$ cat config.mk
export PLATFORM = sky130hd
export DESIGN_NAME = rxll_drain_ctrl_flat
export DESIGN_NICKNAME = d
export VERILOG_FILES = /design/src/rtl/rxll_drain_ctrl_if.sv /design/src/rtl/rxll_drain_ctrl.sv /design/src/flat_wrapper.sv
export SDC_FILE = /design/constraint.sdc
export NUM_CORES = 1
export LEC_CHECK = 0
export CAP_MARGIN = 20
export CORE_AREA = 5 5 75 94
export DETAILED_ROUTE_END_ITERATION = 6
export DIE_AREA = 0 0 80 99
export GPL_ROUTABILITY_DRIVEN = 0
export GPL_TIMING_DRIVEN = 1
export PLACE_DENSITY = 0.9
export SLEW_MARGIN = 15
export SYNTH_ARGS = -nofsm -noshare
export SYNTH_HDL_FRONTEND = slang
export SYNTH_SLANG_ARGS = --single-unit
$ cat constraint.sdc
create_clock -name clk -period 4.3 [get_ports clk]
set_input_delay 0.43 -clock clk [delete_from_list [all_inputs] [get_ports clk]]
set_output_delay 0.43 -clock clk [all_outputs]
set_load 0.03 [all_outputs]
$ cat src/rtl/rxll_drain_ctrl_if.sv
// DMA write-burst port of the receive FIFO drain controller: a req/ack burst
// grant followed by valid/ready data beats.
interface rxll_drain_ctrl_if;
    logic        dma_req;
    logic [4:0]  dma_len;
    logic        dma_ack;
    logic        dma_valid;
    logic        dma_ready;
    logic [31:0] dma_data;
    logic        dma_last;
    logic        dma_eof;

    // A beat transfers on every rising edge where dma_valid && dma_ready are both high;
    // while dma_valid && !dma_ready, dma_data/dma_last/dma_eof hold their values.
    modport master (
        output dma_req, dma_len, dma_valid, dma_data, dma_last, dma_eof,
        input  dma_ack, dma_ready
    );
    modport slave (
        input  dma_req, dma_len, dma_valid, dma_data, dma_last, dma_eof,
        output dma_ack, dma_ready
    );
endinterface

$ cat src/rtl/rxll_drain_ctrl.sv
// Receive FIFO drain controller: decides when to start DMA bursts, streams FIFO
// words out, enforces frame boundaries and max length, and reports frame status.
module rxll_drain_ctrl #(
    parameter int C_BURST_WORDS     = 16,
    parameter int C_MAX_FRAME_WORDS = 2049
) (
    input  logic                     clk,
    input  logic                     rst_n,
    input  logic                     enable,
    input  logic [35:0]              fifo_rd_do,
    input  logic                     fifo_rd_empty,
    input  logic [9:0]               fifo_rd_count,
    input  logic                     fifo_rd_eof_rdy,
    output logic                     fifo_rd_en,
    rxll_drain_ctrl_if.master        dma,
    output logic                     frm_busy,
    output logic                     frm_done,
    output logic [11:0]              frm_len,
    output logic                     frm_err,
    output logic [2:0]               state_dbg
);
    typedef enum logic [2:0] {
        S_IDLE  = 3'd0,
        S_REQ   = 3'd1,
        S_XFER  = 3'd2,
        S_DRAIN = 3'd3,
        S_DONE  = 3'd4
    } state_t;

    localparam logic [11:0] MAX_W   = 12'(C_MAX_FRAME_WORDS);
    localparam logic [11:0] BURST_W = 12'(C_BURST_WORDS);

    state_t      state_q, state_d;
    logic [11:0] frm_cnt_q, frm_cnt_d;
    logic [4:0]  beat_cnt_q, beat_cnt_d;
    logic [4:0]  len_q, len_d;
    logic        err_q, err_d;
    logic        busy_q, busy_d;

    logic [11:0] rem, cnt_ext, avail;
    logic        head_sof, head_err, head_eof;
    logic        beat_last, beat_take;

    assign head_sof = fifo_rd_do[32];
    assign head_err = fifo_rd_do[33];
    assign head_eof = fifo_rd_do[34];

    // avail never exceeds the reported count, so a lagging count only delays bursts.
    always_comb begin
        rem     = MAX_W - frm_cnt_q;
        cnt_ext = {2'b00, fifo_rd_count};
        avail   = cnt_ext;
        if (BURST_W < avail) avail = BURST_W;
        if (rem < avail)     avail = rem;
    end

    always_ff @(posedge clk) begin
        if (!rst_n) begin
            state_q    <= S_IDLE;
            frm_cnt_q  <= '0;
            beat_cnt_q <= '0;
            len_q      <= '0;
            err_q      <= 1'b0;
            busy_q     <= 1'b0;
        end else begin
            state_q    <= state_d;
            frm_cnt_q  <= frm_cnt_d;
            beat_cnt_q <= beat_cnt_d;
            len_q      <= len_d;
            err_q      <= err_d;
            busy_q     <= busy_d;
        end
    end

    always_comb begin
        state_d       = state_q;
        frm_cnt_d     = frm_cnt_q;
        beat_cnt_d    = beat_cnt_q;
        len_d         = len_q;
        err_d         = err_q;
        busy_d        = busy_q;
        beat_last     = 1'b0;
        beat_take     = 1'b0;
        fifo_rd_en    = 1'b0;
        dma.dma_req   = 1'b0;
        dma.dma_len   = len_q;
        dma.dma_valid = 1'b0;
        dma.dma_data  = '0;
        dma.dma_last  = 1'b0;
        dma.dma_eof   = 1'b0;
        frm_done      = 1'b0;
        frm_len       = '0;
        frm_err       = 1'b0;

        case (state_q)
            S_IDLE: begin
                if (enable && !fifo_rd_empty) begin
                    if (!busy_q && !head_sof) begin
                        err_d   = 1'b1;
                        state_d = S_DRAIN;
                    end else if (busy_q && rem == 12'd0) begin
                        err_d   = 1'b1;
                        state_d = S_DRAIN;
                    end else if (avail != 12'd0 &&
                                 (cnt_ext >= BURST_W || fifo_rd_eof_rdy || avail == rem)) begin
                        len_d      = avail[4:0];
                        beat_cnt_d = avail[4:0];
                        state_d    = S_REQ;
                    end
                end
            end
            S_REQ: begin
                dma.dma_req = 1'b1;
                if (dma.dma_ack) state_d = S_XFER;
            end
            S_XFER: begin
                beat_last     = (beat_cnt_q == 5'd1) || head_eof;
                beat_take     = !fifo_rd_empty && dma.dma_ready;
                dma.dma_valid = !fifo_rd_empty;
                dma.dma_data  = fifo_rd_do[31:0];
                dma.dma_eof   = head_eof;
                dma.dma_last  = beat_last;
                fifo_rd_en    = beat_take;
                if (beat_take) begin
                    frm_cnt_d  = frm_cnt_q + 12'd1;
                    beat_cnt_d = beat_cnt_q - 5'd1;
                    err_d      = err_q | head_err;
                    if (head_sof) busy_d = 1'b1;
                    if (beat_last) state_d = head_eof ? S_DONE : S_IDLE;
                end
            end
            S_DRAIN: begin
                fifo_rd_en = !fifo_rd_empty;
                if (!fifo_rd_empty && head_eof) state_d = S_DONE;
            end
            S_DONE: begin
                frm_done  = 1'b1;
                frm_len   = frm_cnt_q;
                frm_err   = err_q;
                frm_cnt_d = '0;
                err_d     = 1'b0;
                busy_d    = 1'b0;
                state_d   = S_IDLE;
            end
            default: state_d = S_IDLE;
        endcase
    end

    assign frm_busy  = busy_q;
    assign state_dbg = state_q;
endmodule
$ cat src/flat_wrapper.sv
// flat-port wrapper written by rule: the top's interface ports become plain ports
module rxll_drain_ctrl_flat 
#(
    parameter int C_BURST_WORDS     = 16,
    parameter int C_MAX_FRAME_WORDS = 2049
)
  (clk, rst_n, enable, fifo_rd_do, fifo_rd_empty, fifo_rd_count, fifo_rd_eof_rdy, fifo_rd_en, frm_busy, frm_done, frm_len, frm_err, state_dbg, dma_dma_req, dma_dma_len, dma_dma_valid, dma_dma_data, dma_dma_last, dma_dma_eof, dma_dma_ack, dma_dma_ready);
  rxll_drain_ctrl_if dma_i ();
  input  logic clk;
  input  logic rst_n;
  input  logic enable;
  input  logic [35:0] fifo_rd_do;
  input  logic fifo_rd_empty;
  input  logic [9:0] fifo_rd_count;
  input  logic fifo_rd_eof_rdy;
  output logic fifo_rd_en;
  output logic frm_busy;
  output logic frm_done;
  output logic [11:0] frm_len;
  output logic frm_err;
  output logic [2:0] state_dbg;
  output wire logic [$bits(dma_i.dma_req)-1:0] dma_dma_req;
  output wire logic [$bits(dma_i.dma_len)-1:0] dma_dma_len;
  output wire logic [$bits(dma_i.dma_valid)-1:0] dma_dma_valid;
  output wire logic [$bits(dma_i.dma_data)-1:0] dma_dma_data;
  output wire logic [$bits(dma_i.dma_last)-1:0] dma_dma_last;
  output wire logic [$bits(dma_i.dma_eof)-1:0] dma_dma_eof;
  input wire logic [$bits(dma_i.dma_ack)-1:0] dma_dma_ack;
  input wire logic [$bits(dma_i.dma_ready)-1:0] dma_dma_ready;
  assign dma_dma_req = dma_i.dma_req;
  assign dma_dma_len = dma_i.dma_len;
  assign dma_dma_valid = dma_i.dma_valid;
  assign dma_dma_data = dma_i.dma_data;
  assign dma_dma_last = dma_i.dma_last;
  assign dma_dma_eof = dma_i.dma_eof;
  assign dma_i.dma_ack = dma_dma_ack;
  assign dma_i.dma_ready = dma_dma_ready;
  rxll_drain_ctrl #(.C_BURST_WORDS(C_BURST_WORDS), .C_MAX_FRAME_WORDS(C_MAX_FRAME_WORDS)) u_core (.clk(clk), .rst_n(rst_n), .enable(enable), .fifo_rd_do(fifo_rd_do), .fifo_rd_empty(fifo_rd_empty), .fifo_rd_count(fifo_rd_count), .fifo_rd_eof_rdy(fifo_rd_eof_rdy), .fifo_rd_en(fifo_rd_en), .dma(dma_i), .frm_busy(frm_busy), .frm_done(frm_done), .frm_len(frm_len), .frm_err(frm_err), .state_dbg(state_dbg));
endmodule
* Yosys cells after proc, flatten, opt, wreduce, memory -nomap -nowiden
Cells that the tools add are included.
** Cells by class
- Reduce and logical (&&, ||, !) cells :: 24
- Muxes and demuxes :: 37
- Bitwise operators :: 3
- Eq/ne operators :: 17
- $lt $le $gt $ge :: 3
- Add/sub/neg operators :: 3
** Operators with widths (count)
- $mux 12 :: 3
- $mux 32 :: 1
- $mux 3 :: 9
- $mux 5 :: 5
- $pmux 12 s2 :: 1
- $add 12x1->12 const B :: 1
- $eq 12x12->1 :: 1
- $logic_not 12->1 :: 1
- $lt 12x10->1 :: 1
- $mux 1 :: 12
- $pmux 3 s4 :: 1
- $reduce_and 6->1 :: 2
- $reduce_bool 12->1 :: 1
- $sub 12x12->12 const A :: 1
- $ge 10x5->1 const B :: 1
- $lt 5x10->1 const A :: 1
- $mux 10 :: 1
- $ne 2x1->1 const B :: 5
- $pmux 5 s2 :: 1
- $ne 2x2->1 const B :: 4
- $eq 3x2->1 const B :: 2
- $logic_and 1x1->1 :: 6
- $eq 5x1->1 const B :: 1
- $reduce_and 5->1 :: 1
- 17 further kinds :: 24
** Storage, ports and cells
- Logic and storage cells :: 93
- Bits of input ports :: 53
- Output and inout bits :: 60
- Register bits after elaboration :: 27

* Depth between registers and ports, before layout
- Word-level depth :: 12
- Gate-level depth with buffers :: 15
- Mapped depth without buffers :: 14

* Worst setup path before layout
No wires, ideal clock.
- Kind :: reg2reg
- From :: reg u_core.frm_cnt_q[1]
- To :: reg u_core.state_q[0], in the netlist u_core.state_dbg[0]
- Clock period less this slack :: 3335 ps
- Cell stages (with the launch flop) :: 16
- Setup time :: 121 ps
- Arrival time :: 3213 ps
- Slack :: 965 ps
- Path buffers :: 1
- Required time :: 4179 ps
- Path through :: dfxtp_1 -> clkbuf_1 -> inv_1 -> ha_1 -> nor4b_4 -> nand2_1 -> xor2_1 -> ha_1 -> nand4_1 -> a211oi_1 -> o21ai_0 -> nand4b_2 -> mux2_2 -> o21ai_2 -> a211oi_1 -> a2bb2o_1
** Between the ends
- Cells in the longest elaborated chain, start to end :: 8
- Elaborated cells on any way between the ends :: 15
- Classes of those cells :: add/sub: 1; order compare: 1; eq/ne: 2; mux: 5; reduce/logical: 6
** RTL lines
- start: declaration :: line rxll_drain_ctrl.sv:34 : logic [11:0] frm_cnt_q, frm_cnt_d;
- start signal: assignment :: line rxll_drain_ctrl.sv:67 : frm_cnt_q <= frm_cnt_d;
- $sub 12x12->12 * :: line rxll_drain_ctrl.sv:50 : rem = MAX_W - frm_cnt_q;
- $lt 12x10->1 :: line rxll_drain_ctrl.sv:54 : if (rem < avail) avail = rem;
- $mux 12 :: line rxll_drain_ctrl.sv:54
- $eq 12x12->1 :: line rxll_drain_ctrl.sv:105 : (cnt_ext >= BURST_W || fifo_rd_eof_rdy || avail == rem)) begin
- $logic_or 1x1->1 :: line rxll_drain_ctrl.sv:105
- $logic_and 1x1->1 :: line rxll_drain_ctrl.sv:104 : end else if (avail != 12'd0 &&
- $ne 4x1->1 (no line)
- $reduce_and 6->1 (no line)
- end signal: assignment :: line rxll_drain_ctrl.sv:66 : state_q <= state_d;
- end: declaration :: line rxll_drain_ctrl.sv:33 : state_t state_q, state_d;
Every way passes the cells marked *; elsewhere a longest branch is shown, timed or not. The select of a mux whose other input is x is not followed.
A chain may end at the register's enable or synchronous reset.

* Final worst setup path
Same ends and word-level chain as after synthesis.

==> impl_metrics.yaml <==
outcome:
  outcome: "complete, no violations"
yosys:
  synth-edff-count: 0
  syn_inst: 330
  synth_top_family_by_area: "simple AND/OR/NAND/NOR gates"
  async_flop_share: 0
  yosys.cell_types.count: 60
  syn_avg_cell_area_sq_um: 7.59
  yosys_most_used_dff: "dfxtp_1"
  netlist_area_sq_mm: 0.00251
  synth_xor_area_frac: 0.0629
  yosys-top-cells-area: "dfxtp_1, and2_1, ha_1, nor2_1, nand2_1"
  synth_simple_gate_area_frac: 0.370
  synth_top_area_cell: "dfxtp_1"
  ys_warn_count: 0
  synth_seq_cells: 27
  ys_seq_area_frac: 0.216
  synth_compound_area_frac: 0.191
  synth_mux_area_frac: 0.0290
  synth_top_area_frac: 0.216
  synthAdderAreaFrac: 0.0749
setup_path:
  worstPathBufferInverterCount: 1
  worst_ep_arrival_time_ns: 3.94
  critPathKind: "flop to flop"
  max_stage_delay_ns: 0.46
  r2r-start: "u_core.frm_cnt_q[1]$_SDFFE_PN0P_"
  reg2reg_slack_ns: 0.54
  critPathMaxFanout: 12
  cp_top_family: "compound AO/OA/AOI/OAI gates"
  slowest_stage: "dfxtp_1"
  cp_data_required_time_ns: 4.48
  path_cells: "inv_1, ha_1, nor4b_4, nand2_1, xor2_1, ha_1, nand4_1, a211oi_1, o21ai_0, nand4b_2, mux2_2, o21ai_2, a211oi_1, a2bb2o_1"
  cp-start-kind: "flop"
  reg2reg_depth: 14
  end_kind: "flop"
  r2r-end: "u_core.state_dbg[0]$_SDFFE_PN0P_"
clocking:
  cts.path.max_buffers: 2
  cts_buffers: 3
  post-cts-setup-buffers: 0
  cts_root_buffer: "clkbuf_8"
  htree_levels: 1
  cts_tree: "built"
  ctsResizeCount: 0
  clk_pin_slew_ns: 0.10
  cts_sinks: 27
  clkLatencyLatePin_ns: 0.28
  cts_hold_buf: 0
global_routing:
  grt_pass1_wl_um: 12600
  overflow: 0
  grt_max_degree: 43
  track_usage: 0.194
  grt_pass1_vias: 2815
  antenna_found_initial: 0
job:
  max_cap_violations: 0
pwr:
  intPower_uw: 643
  leakage_nw: 1.45
  p_sw_uw: 512
  seqPwrFrac: 0.276
  power_density_mw_per_mm2: 311
  comb_power_share: 0.589
  swShare: 0.443
  ir_worst_vdd_mv: 0.205
  pwr-share-clk: 0.134
floorplan:
  die_x_um: 80
  start_util: 0.412
  core-area_sq_mm: 0.00609
  ios: 113
  die_area_sq_mm: 0.00792
  die_h_um: 99
  rows: 32
drt:
  routed_wl_um: 7800
  drt_iter0_drc: 145
  vias: 2751
  wire_per_inst_um: 15.2
  drtPass1Iterations: 4
  drc_errors: 0
  ant_nets: 0
  viasPerCell: 5.35
timing:
  finalMaxSlewViolations: 0
  layout_setup_ws_ns: 0.540
  rsz0062_at_grt: "no"
  fmax_mhz: 266
  worstMarginPinSlew_ns: 0.575
  layout_min_cycle_time_ns: 3.76
  period_share: 0.874
  fin_worst_skew_ns: 0.00739
  finalSetupTns_ns: 0
  slew_headroom: 0.617
  setup_viol: 0
  hold_viol: 0
placed_design:
  dp_slack_ns: 0.627
  portBuffers: 111
  dp_hpwl_um: 6410
cells_and_area:
  fillCellCount: 535
  layout-drive-gt1-share: 0.0559
  n_antenna_cell: 0
  area_growth_pct: 48.0
  nets: 498
min_path:
  hold_depth: 1
  whs_endpoint: "u_core.err_q$_SDFFE_PN0P_"
  hold_path.class: "flop to flop"
  hold_start: "u_core.err_q$_SDFFE_PN0P_"
==> worst max-delay path by stage <==
stage          slack, ns                             start                           endpoint  cells past startpoint
2_1_floorplan       0.97  u_core.frm_cnt_q[1]$_SDFFE_PN0P_   u_core.state_dbg[0]$_SDFFE_PN0P_                     15
3_3_place_gp        0.72  u_core.frm_cnt_q[1]$_SDFFE_PN0P_   u_core.state_dbg[0]$_SDFFE_PN0P_                     14
3_5_place_dp        0.63  u_core.frm_cnt_q[1]$_SDFFE_PN0P_   u_core.state_dbg[0]$_SDFFE_PN0P_                     14
4_1_cts             0.59  u_core.frm_cnt_q[1]$_SDFFE_PN0P_   u_core.state_dbg[0]$_SDFFE_PN0P_                     14
5_1_grt             0.34  u_core.frm_cnt_q[1]$_SDFFE_PN0P_  u_core.beat_cnt_q[1]$_SDFFE_PN0P_                     14
6_report            0.54  u_core.frm_cnt_q[1]$_SDFFE_PN0P_   u_core.state_dbg[0]$_SDFFE_PN0P_                     14
==> routing by layer <==
layer  wire length [um]  vias to the layer above  GRT usage
li1                   -                     1360          -
met1               2790                     1234      0.198
met2               4060                      143      0.365
met3                769                       14     0.0612
met4                180                        0     0.0650
met5                  0                        -          0
==> area by class of cell <==
| cell class | count | area (sq um) | share of cell area |
|---|---|---|---|
| flip-flops and latches | 27 | 541 | 0.146 |
| clock inverters | 1 | 8.76 | 0.00236 |
| inverters | 10 | 37.5 | 0.0101 |
| repair buffers | 113 | 1130 | 0.304 |
| well taps | 85 | 106 | 0.0287 |
| multi-input cells | 275 | 1850 | 0.498 |
| clock buffers | 3 | 41.3 | 0.0111 |
==> layout by cell type (no fill, tap or decap), drive strengths merged, types with 4 or more instances in the layout <==
cell	synthesis	layout
dfxtp	27	27
xor2	9	9
a21oi	13	13
o211ai	8	8
nor3	15	15
nor2	36	36
or3	6	6
conb	1	5
nand3	10	10
o21ai	17	17
mux2i	5	5
inv	8	9
nand4	6	6
ha	15	15
nand2	24	24
and2	46	46
nor3b	4	4
xnor2	9	9
clkdlybuf4s50	0	111
a211oi	5	5
==> cell usage after synthesis (6+ instances only) <==
cell,count
o211ai_1,8
nor3_1,10
ha_1,15
xnor2_1,9
o21ai_0,13
xor2_1,9
a21oi_1,12
dfxtp_1,27
nand4_1,6
nand3_1,10
or3_1,6
nand2_1,24
nor2_1,36
and2_1,46
clkbuf_1,18
inv_1,8
==> per-stage QoR <==
stage | total power, mW | hold WS, ns | cell area, sq um | instances | utilization
finish | 1.15 | 0.498 | 3710 | 514 | 0.609
global route | 1.23 | 0.515 | 3710 | 514 | 0.609
CTS | 1.16 | 0.499 | 3710 | 514 | 0.609
detailed placement | 1.00 | 0.474 | 3660 | 510 | 0.601
global placement | 0.993 | 0.460 | 3660 | 510 | 0.601
floorplan | 0.741 | 0.450 | 2520 | 334 | -
==> worst register-to-register path, stage by stage, from the launching register on <==
cell and delay [ns]:
dfxtp_1 0.46, inv_1 0.20, ha_1 0.29, nor4b_4 0.42, nand2_1 0.12, xor2_1 0.16, ha_1 0.31, nand4_1 0.08
a211oi_1 0.23, o21ai_0 0.15, nand4b_2 0.24, mux2_2 0.39, o21ai_2 0.19, a211oi_1 0.16, a2bb2o_1 0.27
==> state kept, by name (all words and copies together) (netlist names) <==
| register | flops |
|---|---|
| u_core.frm_busy | 1 |
| u_core.frm_cnt_q | 12 |
| u_core.err_q | 1 |
| u_core.state_dbg | 3 |
| u_core.dma.dma_len | 5 |
| u_core.beat_cnt_q | 5 |
==> cell families (layout without fill, tap and decap cells) <==
family,after synthesis,in the layout
fa+ha+maj,15,15
mux,7,7
compound gates,66,66
flops,27,27
other cells,1,5
buf+inv,32,127
simple gates,164,164
xor+xnor,18,18
==> power groups by stage <==
stage               logic (mW)  registers [mW]  clock network, mW
floorplan                0.416           0.326                  0
global placement         0.670           0.323                  0
detailed placement       0.682           0.323                  0
CTS                      0.685           0.318              0.157
global route             0.735           0.325              0.165
finish                   0.680           0.319              0.155
Note: power is estimated with default switching activity, not from simulation.
